**config.mk**
```make
export PLATFORM = sky130hd
export DESIGN_NAME = fpga_config_loader
export DESIGN_NICKNAME = d
export VERILOG_FILES = /design/src/rtl/fpga_cfg_pkg.sv /design/src/rtl/fpga_config_loader.sv
export SDC_FILE = /design/constraint.sdc
export NUM_CORES = 1
export LEC_CHECK = 0
export CORE_AREA = 2 2 284 286
export CTS_CLUSTER_SIZE = 20
export DETAILED_ROUTE_END_ITERATION = 16
export DIE_AREA = 0 0 286 288
export HOLD_SLACK_MARGIN = 0.12
export PLACE_DENSITY_LB_ADDON = 0.1
export SETUP_SLACK_MARGIN = 0.1
export SLEW_MARGIN = 20
export SYNTH_ARGS = -nofsm -noshare
export SYNTH_HDL_FRONTEND = slang
export SYNTH_SLANG_ARGS = --single-unit
```
**constraint.sdc**
```tcl
create_clock -name clock -period 2 [get_ports clock]
set_clock_uncertainty 0.1 [all_clocks]
set_input_delay 0.3 -clock clock [delete_from_list [all_inputs] [get_ports clock]]
set_output_delay 0.3 -clock clock [all_outputs]
set_load 0.01 [all_outputs]
```
**src/rtl/fpga_cfg_pkg.sv**
```systemverilog
// rtl/fpga_cfg_pkg.sv - shared sizing, FSM states and image length for fpga_config_loader
// CFG_CHECKSUM_EN adds the CHECK/ERR states and one trailing checksum word.
package fpga_cfg_pkg;

  localparam int N_LUT_DEF = 9;
  localparam int LUT_K_DEF = 5;
  localparam int N_SB_DEF  = 13;
  localparam int SB_W_DEF  = 16;

  typedef enum logic [2:0] {
    IDLE   = 3'd0,
    LUT_LO = 3'd1,
    LUT_HI = 3'd2,
    SB     = 3'd3,
    COMMIT = 3'd4
`ifdef CFG_CHECKSUM_EN
    ,
    CHECK  = 3'd5,
    ERR    = 3'd6
`endif
  } cfg_state_e;

  function automatic int image_words(input int n_lut, input int n_sb);
    image_words = 2 * n_lut + n_sb;
`ifdef CFG_CHECKSUM_EN
    image_words = image_words + 1;
`endif
  endfunction

endpackage

```
**src/rtl/fpga_config_loader.sv**
```systemverilog
// rtl/fpga_config_loader.sv - streams a LUT/switch-box image into shadow banks, then commits atomically
// Optional CFG_CHECKSUM_EN: trailing 32-bit sum word gates the commit.
module fpga_config_loader
  import fpga_cfg_pkg::*;
#(
  parameter int N_LUT = N_LUT_DEF,
  parameter int LUT_K = LUT_K_DEF,
  parameter int N_SB  = N_SB_DEF,
  parameter int SB_W  = SB_W_DEF
) (
  input  logic                              clock,
  input  logic                              rst_n,
  input  logic                              start,
  input  logic                              cfg_valid,
  input  logic [31:0]                       cfg_data,
  output logic                              cfg_ready,
  output logic [N_LUT*(2**LUT_K+1)-1:0]     lut_cfg,
  output logic [N_SB*SB_W-1:0]              sb_cfg,
  output logic                              fabric_en,
  output logic                              busy,
  output logic                              cfg_err
);

  localparam int TW = 2 ** LUT_K;
  localparam int LW = TW + 1;
  localparam int IW = (N_LUT > 1) ? $clog2(N_LUT) : 1;
  localparam int JW = (N_SB > 1) ? $clog2(N_SB) : 1;

  cfg_state_e     state_q, state_d;
  logic [IW-1:0]  idx_q, idx_d;
  logic [JW-1:0]  sbi_q, sbi_d;
  logic           fabric_en_q, fabric_en_d;
  logic           accept, lut_lo_we, lut_hi_we, sb_we, commit;
`ifdef CFG_CHECKSUM_EN
  logic [31:0]    sum_q, sum_d;
  logic           err_q, err_d;
`endif

  always_comb begin
    state_d     = state_q;
    idx_d       = idx_q;
    sbi_d       = sbi_q;
    fabric_en_d = fabric_en_q;
    lut_lo_we   = 1'b0;
    lut_hi_we   = 1'b0;
    sb_we       = 1'b0;
    commit      = 1'b0;
`ifdef CFG_CHECKSUM_EN
    sum_d       = sum_q;
    err_d       = err_q;
    cfg_ready   = (state_q == LUT_LO) || (state_q == LUT_HI) ||
                  (state_q == SB) || (state_q == CHECK);
`else
    cfg_ready   = (state_q == LUT_LO) || (state_q == LUT_HI) || (state_q == SB);
`endif
    // A start on the same edge as a beat wins; the beat is dropped.
    accept = cfg_valid && cfg_ready && !start;

    case (state_q)
      LUT_LO: if (accept) begin
        lut_lo_we = 1'b1;
        state_d   = LUT_HI;
      end
      LUT_HI: if (accept) begin
        lut_hi_we = 1'b1;
        if (idx_q == IW'(N_LUT - 1)) begin
          state_d = SB;
        end else begin
          idx_d   = idx_q + IW'(1);
          state_d = LUT_LO;
        end
      end
      SB: if (accept) begin
        sb_we = 1'b1;
        if (sbi_q == JW'(N_SB - 1)) begin
`ifdef CFG_CHECKSUM_EN
          state_d = CHECK;
`else
          state_d = COMMIT;
`endif
        end else begin
          sbi_d = sbi_q + JW'(1);
        end
      end
`ifdef CFG_CHECKSUM_EN
      CHECK: if (accept) begin
        if (cfg_data == sum_q) begin
          state_d = COMMIT;
        end else begin
          state_d = ERR;
          err_d   = 1'b1;
        end
      end
      ERR: ;
`endif
      COMMIT: begin
        commit      = 1'b1;
        fabric_en_d = 1'b1;
        state_d     = IDLE;
      end
      IDLE: ;
      default: state_d = IDLE;
    endcase

`ifdef CFG_CHECKSUM_EN
    if (accept && state_q != CHECK) sum_d = sum_q + cfg_data;
`endif

    if (start) begin
      state_d     = LUT_LO;
      idx_d       = '0;
      sbi_d       = '0;
      fabric_en_d = 1'b0;
`ifdef CFG_CHECKSUM_EN
      err_d       = 1'b0;
      sum_d       = '0;
`endif
    end
  end

  always_ff @(posedge clock or negedge rst_n) begin
    if (!rst_n) begin
      state_q     <= IDLE;
      idx_q       <= '0;
      sbi_q       <= '0;
      fabric_en_q <= 1'b0;
`ifdef CFG_CHECKSUM_EN
      sum_q       <= '0;
      err_q       <= 1'b0;
`endif
    end else begin
      state_q     <= state_d;
      idx_q       <= idx_d;
      sbi_q       <= sbi_d;
      fabric_en_q <= fabric_en_d;
`ifdef CFG_CHECKSUM_EN
      sum_q       <= sum_d;
      err_q       <= err_d;
`endif
    end
  end

  for (genvar i = 0; i < N_LUT; i++) begin : g_lut
    logic [LW-1:0] sh_q, sh_d, cm_q, cm_d;

    always_comb begin
      sh_d = sh_q;
      if (lut_lo_we && idx_q == IW'(i)) sh_d[TW-1:0] = cfg_data[TW-1:0];
      if (lut_hi_we && idx_q == IW'(i)) sh_d[TW]     = cfg_data[0];
      cm_d = commit ? sh_q : cm_q;
    end

    always_ff @(posedge clock or negedge rst_n) begin
      if (!rst_n) begin
        sh_q <= '0;
        cm_q <= '0;
      end else begin
        sh_q <= sh_d;
        cm_q <= cm_d;
      end
    end

    assign lut_cfg[i*LW +: LW] = cm_q;
  end

  for (genvar j = 0; j < N_SB; j++) begin : g_sb
    logic [SB_W-1:0] sh_q, sh_d, cm_q, cm_d;

    always_comb begin
      sh_d = (sb_we && sbi_q == JW'(j)) ? cfg_data[SB_W-1:0] : sh_q;
      cm_d = commit ? sh_q : cm_q;
    end

    always_ff @(posedge clock or negedge rst_n) begin
      if (!rst_n) begin
        sh_q <= '0;
        cm_q <= '0;
      end else begin
        sh_q <= sh_d;
        cm_q <= cm_d;
      end
    end

    assign sb_cfg[j*SB_W +: SB_W] = cm_q;
  end

  assign fabric_en = fabric_en_q;
  assign busy      = cfg_ready;
`ifdef CFG_CHECKSUM_EN
  assign cfg_err   = err_q;
`else
  assign cfg_err   = 1'b0;
`endif

endmodule

```
# Word level (Yosys, flattened, before mapping)

Cells that the tools add are included.

Logic and storage cells: 158
Memory bits (writable): 0
Input bits: 36
Bits in latches: 0
Bits in registers: 1022
Memories: 0
Output and inout port bits: 509
ROM bits: 0

Shifts and indexed selects: 0
Add/sub/neg operators: 2
Equality and inequality tests: 31
Multiply operators: 0
Bitwise logic cells: 0
Magnitude comparators: 0
Reductions and logical operators: 46
Mux-type cells: 22
Divide/modulo/power cells: 0

Operators by type and width:

| cell                  | count |
|---|---|
| $logic_and A1 B1 Y1   | 33 |
| $eq A4 B3 Y1 const B  | 8 |
| $mux W4               | 8 |
| $eq A4 B4 Y1 const B  | 6 |
| $eq A4 B2 Y1 const B  | 4 |
| $mux W3               | 5 |
| $pmux W3 S4           | 1 |
| $ne A3 B3 Y1 const B  | 3 |
| $add A4 B1 Y4 const B | 2 |
| $eq A4 B1 Y1 const B  | 2 |
| $logic_not A4 Y1      | 2 |
| $reduce_bool A2 Y1    | 4 |
| $mux W1               | 7 |
| $eq A3 B2 Y1 const B  | 2 |
| $ne A2 B2 Y1 const B  | 3 |
| $reduce_and A3 Y1     | 2 |
| $reduce_and A5 Y1     | 1 |
| $eq A3 B1 Y1 const B  | 1 |
| $eq A3 B3 Y1 const B  | 1 |
| $logic_not A3 Y1      | 1 |
| $ne A3 B2 Y1 const B  | 1 |
| $logic_or A1 B1 Y1    | 2 |
| $mux W2               | 1 |
| $logic_not A1 Y1      | 1 |

# Logic depth before layout (Yosys ltp)

Depth after elaboration: 8
Depth in mapped cells: 7
Depth with buffers taken out: 5

# Worst setup path after synthesis

OpenSTA, ideal clock, no wires.

Path type: register to register
From: register state_q[2]
To: register g_sb[4].sh_q[10]
Buffers on the path: 2
Setup slack: 0.023 ns
Data required time: 1.775 ns
Period minus slack after synthesis: 1.977 ns
Data arrival time: 1.752 ns
Cell stages (with the launch flop): 6
Library setup time: 0.125 ns
Path through: dfrtp_1 > nand4b_4 > buf_6 > nor4b_4 > buf_6 > mux2_2

Word-level cells in the longest chain between the ends: 8
Elaborated cells between the ends (all ways): 10
Those cells by class: eq/ne (3); mux (2); reduce/logical (5)

Ends and longest elaborated chain:

| what                                         | RTL line                  | source |
|---|---|---|
| start: declaration                           | fpga_config_loader.sv:29  | `cfg_state_e state_q, state_d;` |
| start signal: assignment                     | fpga_config_loader.sv:132 | `state_q <= state_d;` |
| $eq A3 B1 Y1 or $eq A3 B2 Y1 (tied branches) | fpga_config_loader.sv:54  | `cfg_ready = (state_q == LUT_LO) \|\| (state_q == LUT_HI) \|\| (state_q == SB);` |
| $logic_or A1 B1 Y1 (2 in a row)              | fpga_config_loader.sv:54  |  |
| $logic_and A1 B1 Y1 (2 in a row)             | fpga_config_loader.sv:57  | `accept = cfg_valid && cfg_ready && !start;` |
| $mux W1                                      | fpga_config_loader.sv:73  | `SB: if (accept) begin` |
| $mux W1 (*)                                  | fpga_config_loader.sv:59  | `case (state_q)` |
| $logic_and A1 B1 Y1 (*)                      | fpga_config_loader.sv:170 | `sh_d = (sb_we && sbi_q == JW'(j)) ? cfg_data[SB_W-1:0] : sh_q;` |
| end signal: assignment                       | fpga_config_loader.sv:176 | `sh_q <= '0;` |
| end signal: assignment                       | fpga_config_loader.sv:179 | `sh_q <= sh_d;` |
| end: declaration                             | fpga_config_loader.sv:167 | `logic [SB_W-1:0] sh_q, sh_d, cm_q, cm_d;` |

Every way passes the cells marked *; elsewhere a longest branch is shown, timed or not.
A chain may end at the register's enable or synchronous reset.

# Worst setup path in the final report

From: register state_q[0]
To: register g_sb[11].cm_q[10]

Word-level cells in the longest chain between the ends: 2

Ends and longest elaborated chain:

| what                   | RTL line                  | source |
|---|---|---|
| $eq A3 B3 Y1           | fpga_config_loader.sv:59  |  |
| $mux W1                | fpga_config_loader.sv:59  |  |
| end signal: assignment | fpga_config_loader.sv:180 | `cm_q <= cm_d;` |
| end: declaration       | fpga_config_loader.sv:167 |  |

No other way between the ends.

==> results.ini <==
[synth]
synth_fp_nets=2323
yosys-top-cells-area=dfrtp_1 66%, mux2_2 29%, buf_2 1.1%, clkbuf_1 0.37%, ha_1 0.26%
syn_area_sq_um=38500
synth_mux_area_frac=0.296
synth_top_family_by_area=multiplexers
synth_xor_area_frac=0
ys_types=45
ys_seq_elements=1022
syn_inst=2279
synthAdderAreaFrac=0.00260
synth-edff-count=0
yosys.area_share.simple=0.0147
netlist_top_cells_count=1022 x dfrtp_1, 1009 x mux2_2, 88 x buf_2
yosysWarnings=0
syn_avg_cell_area_sq_um=16.9
synth-main-ff-cell=dfrtp_1
synth_top_area_frac=0.664
synth_most_common_cell=dfrtp_1
ys_seq_area_frac=0.664
yosysTopAreaCell=dfrtp_1
synth_compound_area_frac=0.00283
async_reset_ff_frac=1.00

[sta]
setup_ws_ns=-0.0196
maxSlewViolCount=0
hold_viol_final=0
rsz0062_at_grt=true
slew-limit-headroom=0.380
tightest_slew_ns=0.930
max_freq_mhz=495
min_period_ns=2.02
setup_violations=53
finalCritPeriodShare=1.01

[global_routing]
grt_max_degree=92
antenna_found_initial=5
grt_pass1_wl_mm=156
grt_pass1_vias=23700
track_usage=0.254
gr-total-overflow=0

[die]
die_y_um=288
die_x_um=286
rows=104
initial_core_util=0.484
die_area_sq_um=82400
core_area_sq_um=79600
ioPinCount=545

[clock_tree]
cts_tree=done
clock-root-buffer=clkbuf_16
cts_made_buffers=103
cts.clk_slew.worst_paths_ns=0.06
cts_sinks=1022
clock_latency_ns=0.65
h-tree-depth=3
clock_path_buffers=3

[place]
place_inst=3884
pre_cts_ws_ns=-0.419
placed_cell_area_sq_um=46400
dp_hpwl_mm=67.7
io_buffer_count=543
gp_congestion=0.818

[flow_run]
cap_violations=0

[layout]
post-route-cell-area_sq_um=50900
nFillCells=5916
final_cells=4141
syn_to_final_growth_pct=32.1
utilization=0.639
drive_gt1_frac=0.466
layout.nets=3039

[route]
wl_per_cell_um=25.3
post_drt_via_cell_ratio=5.34
drt-pass1-iter-count=5
drc=0
vias=22100
drtIter0Drc=1026
wl_mm=105
ant_nets=0

[power]
totalPowerFinal_w=0.0420
p_leak_nw=27.4
power.density_nw_per_um2=826
peakVddDrop_v=0.000615

[worst_setup_path]
cp_max_fo=10
startpoint_type=register
worstPathArrival_ns=2.44
worstPathRequired_ns=2.43
endpoint_kind=register
path_class=reg -> reg

[outcome]
violations=setup timing
status=complete, but fails checks

[worst_hold_path]
hp-class=in -> reg

cell usage in the layout (no fill, tap or decap), types with 8 or more instances in the layout:
master	count
clkdlybuf4s50_1	125
buf_2	10
dfrtp_1	1016
buf_4	98
clkbuf_8	16
buf_16	13
dlygate4sd2_1	406
clkinv_2	29
nand4b_1	8
clkbuf_16	113
nand4_1	9
clkbuf_1	18
mux2_4	93
mux2_2	916
buf_6	17
buf_12	71
worst max-delay path, stage by stage, from the launching register on:
cell and delay [ns]:
dfrtp_2 0.42, buf_6 0.13, nor3b_2 0.21, buf_6 0.20, buf_12 0.18, bufbuf_16 0.30
mux2_2 0.33
sequential cells by signal, indices dropped and copies added (netlist names):
register,flops
g_lut.cm_q,297
g_lut.sh_q,297
g_sb.cm_q,208
g_sb.sh_q,208
idx_q,4
sbi_q,4
state_q,3
fabric_en,1
kinds of logic (layout without fill, tap and decap cells):
kind of cell,Yosys count,after routing
muxes,1011,1011
other,1,5
DFF,1022,1022
and+or+nand+nor,66,66
adders and majority gates,8,8
buffers and inverters,153,951
AOI/OAI and AO/OA,18,18
what timing repair did:
action                                  in CTS  in global routing
hold endpoints to repair                  1062                  0
buffers inserted                            33                  9
endpoints found under the setup margin    1383                996
hold buffers                                 4                  0
cloned                                      15                  6
pin swaps                                    1                  5
gates resized for setup                    512                 47
worst paths after layout:
check                                 start                 to  slack, ns  cells after the start
min reg2reg                g_lut[2].sh_q[4]   g_lut[2].cm_q[4]       0.39                      1
max                              state_q[0]  g_sb[11].cm_q[10]      -0.02                      6
min                            cfg_data[11]   g_sb[0].sh_q[11]       0.18                      2
min in group asynchronous             rst_n  g_lut[3].cm_q[18]       0.24                      3
max in group asynchronous             rst_n   g_sb[4].cm_q[10]       0.94                      4
max reg2reg                      state_q[0]  g_sb[11].cm_q[10]      -0.02                      6
through the flow:
step,TNS [ns],hold slack (ns)
floorplan,0,-0.0956
global placement,-136.64,0.113
detailed placement,-161.58,0.114
CTS,-0.812,0.153
global route,-9.43,0.159
finish,-0.444,0.184
layout make-up:
cell class	count	area, sq um	area share
well taps	1060	1330	0.0261
clock inverters	46	435	0.00856
inverters	8	30.0	0.000590
diodes	4	10.0	0.000197
repair buffers	756	7930	0.156
multi-input cells	1104	12600	0.248
clock buffers	141	2970	0.0583
flip-flops and latches	1022	25600	0.503
power by group:
part | internal, W | total, W | switching, W
sequential | 0.0211 | 0.0213 | 0.000196
clock | 0.0113 | 0.0192 | 0.00795
combinational | 0.000613 | 0.00157 | 0.000957
metal layers:
| layer | up-vias | global-route usage | routed length, um |
|---|---|---|---|
| li1 | 9565 | - | - |
| met1 | 11800 | 0.327 | 42500 |
| met2 | 544 | 0.432 | 53100 |
| met3 | 149 | 0.0547 | 6520 |
| met4 | 2 | 0.0772 | 2690 |
| met5 | - | 0 | 16 |
(Power assumes the default switching activity.)
==> variant (same settings) <==
The package constant `LUT_K_DEF` goes from 5 to 4.
--- a/src/rtl/fpga_cfg_pkg.sv
+++ b/src/rtl/fpga_cfg_pkg.sv
@@ -4,5 +4,5 @@
 
   localparam int N_LUT_DEF = 9;
-  localparam int LUT_K_DEF = 5;
+  localparam int LUT_K_DEF = 4;
   localparam int N_SB_DEF  = 13;
   localparam int SB_W_DEF  = 16;
Interface: changed (resized lut_cfg); port bits go from 545 to 401. The function was not compared with the original's and may differ.
==> variant against the original RTL <==
- area after synthesis shrank 27%
- total power down 26%
- sequential cell count fell by 288
- highest routed layer is now met4
- wire length down 25%
- fmax grew 2.7%
- first-iteration DRC count decreased by 34%
- design area down 25%
- largest power group unchanged
- worst hold slack improved by 0.048 ns
- setup slack improved by 0.052 ns
- critical path depth increased by 1
==> variant: results (changes against the original RTL) <==
stage,metric,value,unit,change
run_status,status,"finished, final reports clean",,was finished with violations
yosys,Synth cell types,46,,was 45
layout,filler instances,7007,,"was 5,916"
detailed_routing,wire length on met2,38.8,mm,was 53.1 mm
cts,later-pin clock latency in the skew report,0.62,ns,was 0.65 ns
hold_path,HP Class,primary input to async pin,,was primary input to flip-flop
global_routing,GRT Overall Usage,18.5,%,was 25.4%
detailed_routing,DR pass1 iterations,4,,was 5
yosys,sequential area share after synthesis,65.6,%,was 66.4%
timing,setup TNS,0,ns,was -0.444 ns
detailed_routing,Vias per Instance,4.82,,was 5.34
global_routing,largest net degree at the start of global routing,85,,was 92
yosys,mux cell area share after synthesis,29.1,%,was 29.6%
worst_setup_path,r2r startpoint,state_q[2],,was state_q[0]
power_and_ir_drop,Internal Power,24.4,mW,was 32.9 mW
cts,Num CTS Buffers,82,,was 103
placed_design,RD Place Congestion,0.764,,was 0.818
worst_setup_path,R2R depth,7,,was 6
worst_setup_path,flop-to-flop setup slack,0.03,ns,was -0.02 ns
yosys,Synth top cells by count,"734 x dfrtp_1, 721 x mux2_2, 45 x buf_2",,"was 1,022 x dfrtp_1, 1,009 x mux2_2, 88 x buf_2"
power_and_ir_drop,Leakage,20.5,nW,was 27.4 nW
timing,relative slew slack,39.5,%,was 38.0%
yosys,compound-gate portion of the synthesized area,0.389,%,was 0.283%
global_routing,wire length of the first global-routing pass,113,mm,was 156 mm
yosys,post-synthesis adder-cell area fraction,0.358,%,was 0.260%
detailed_routing,top sig layer,met4,,was met5
placed_design,Place WS,-0.395,ns,was -0.419 ns
power_and_ir_drop,peak supply drop,0.606,mV,was 0.615 mV
detailed_routing,DRT Wirelength,78.5,mm,was 105 mm
detailed_routing,routed wl met3,5.22,mm,was 6.52 mm
layout,share of layout cells above drive strength 1,47.5,%,was 46.6%
layout,Final nets,2253,,"was 3,039"
placed_design,Post-DP HPWL,50.2,mm,was 67.7 mm
placed_design,port buffer count,383,,was 543
worst_setup_path,reg-to-reg endpoint,g_lut[2].sh_q[10],,was g_sb[11].cm_q[10]
yosys,Synth area leaders,"dfrtp_1 66%, mux2_2 29%, buf_2 0.80%",,"was dfrtp_1 66%, mux2_2 29%, buf_2 1.1%"
global_routing,vias in the first global route,17200,,"was 23,700"
[variant: cell count changes in the layout (fill, tap and decap cells not counted), moves of 21 or more]
cell / delta
dfrtp_1: -286
mux2_2: -277
dlygate4sd2_1: -164
dlymetal6s2s_1: +46
clkdlybuf4s50_1: -40
buf_12: -21
[variant: critical path, stage by stage, from the launching register on]
cell,delay [ns]
dfrtp_2,0.44
buf_6,0.14
buf_6,0.12
and3b_2,0.25
buf_12,0.14
nand4_4,0.14
buf_12,0.20
mux2_4,0.30
[variant: per-layer routing]
layer  vias up  track usage, %
met2       343            30.8
met3        91            5.69
met4         0            4.35
li1       7042               -
met5         -               0
met1      8589            23.6
[variant: worst max-delay path by stage]
stage          cells after the start        from                 to  slack [ns]
6_report                           7  state_q[2]  g_lut[2].sh_q[10]        0.03
5_1_grt                            6  state_q[0]   g_sb[1].cm_q[11]       -0.02
4_1_cts                            5  state_q[0]               busy       0.008
3_5_place_dp                       6   cfg_valid           sbi_q[3]       -0.39
3_3_place_gp                       6   cfg_valid   g_sb[12].sh_q[7]       -0.38
2_1_floorplan                      5  state_q[2]   g_sb[4].sh_q[10]        0.07
[variant: area by class of cell]
type	count	area share (%)
antenna	2	0.0132
clock buffer	120	6.20
clock inverter	29	0.873
inverter	8	0.0791
multi-input combinational	816	24.7
sequential	734	48.4
tap	1060	3.49
timing repair buffer	567	16.3
[variant: timing repair]
action,CTS,global route
hold buffers,2,0
pin swaps,4,4
endpoints found under the setup margin,922,714
gates cloned,1,19
setup buffers,17,31
gates resized for setup,294,135
hold endpoints to repair,660,0
[variant: power by group through the flow]
stage / sequential [mW] / combinational (mW) / clock (mW)
floorplan: 15.5 / 0.411 / 0
global placement: 15.5 / 1.07 / 0
detailed placement: 15.5 / 1.09 / 0
CTS: 15.2 / 1.14 / 15.4
global route: 15.3 / 1.23 / 16.1
finish: 15.3 / 1.10 / 14.9
[variant: cells by family (layout without fill, tap and decap cells)]
group                    Yosys count  after routing
AO/OA/AOI/OAI                     18             18
other                              1              3
AND/OR/NAND/NOR                   66             66
multiplexers                     723            723
flip-flops                       734            734
adder cells (fa/ha/maj)            8              8
buffers and inverters            119            724
[variant: metrics by stage]
stage | util, % | area, µm² | instances | hold WS [ns]
2_1_floorplan | - | 28000 | 1669 | -0.0956
3_3_place_gp | 42.8 | 34100 | 3116 | 0.0913
3_5_place_dp | 42.8 | 34100 | 3116 | 0.0880
4_1_cts | 46.2 | 36800 | 3285 | 0.207
5_1_grt | 47.7 | 38000 | 3335 | 0.229
6_report | 47.7 | 38000 | 3336 | 0.232
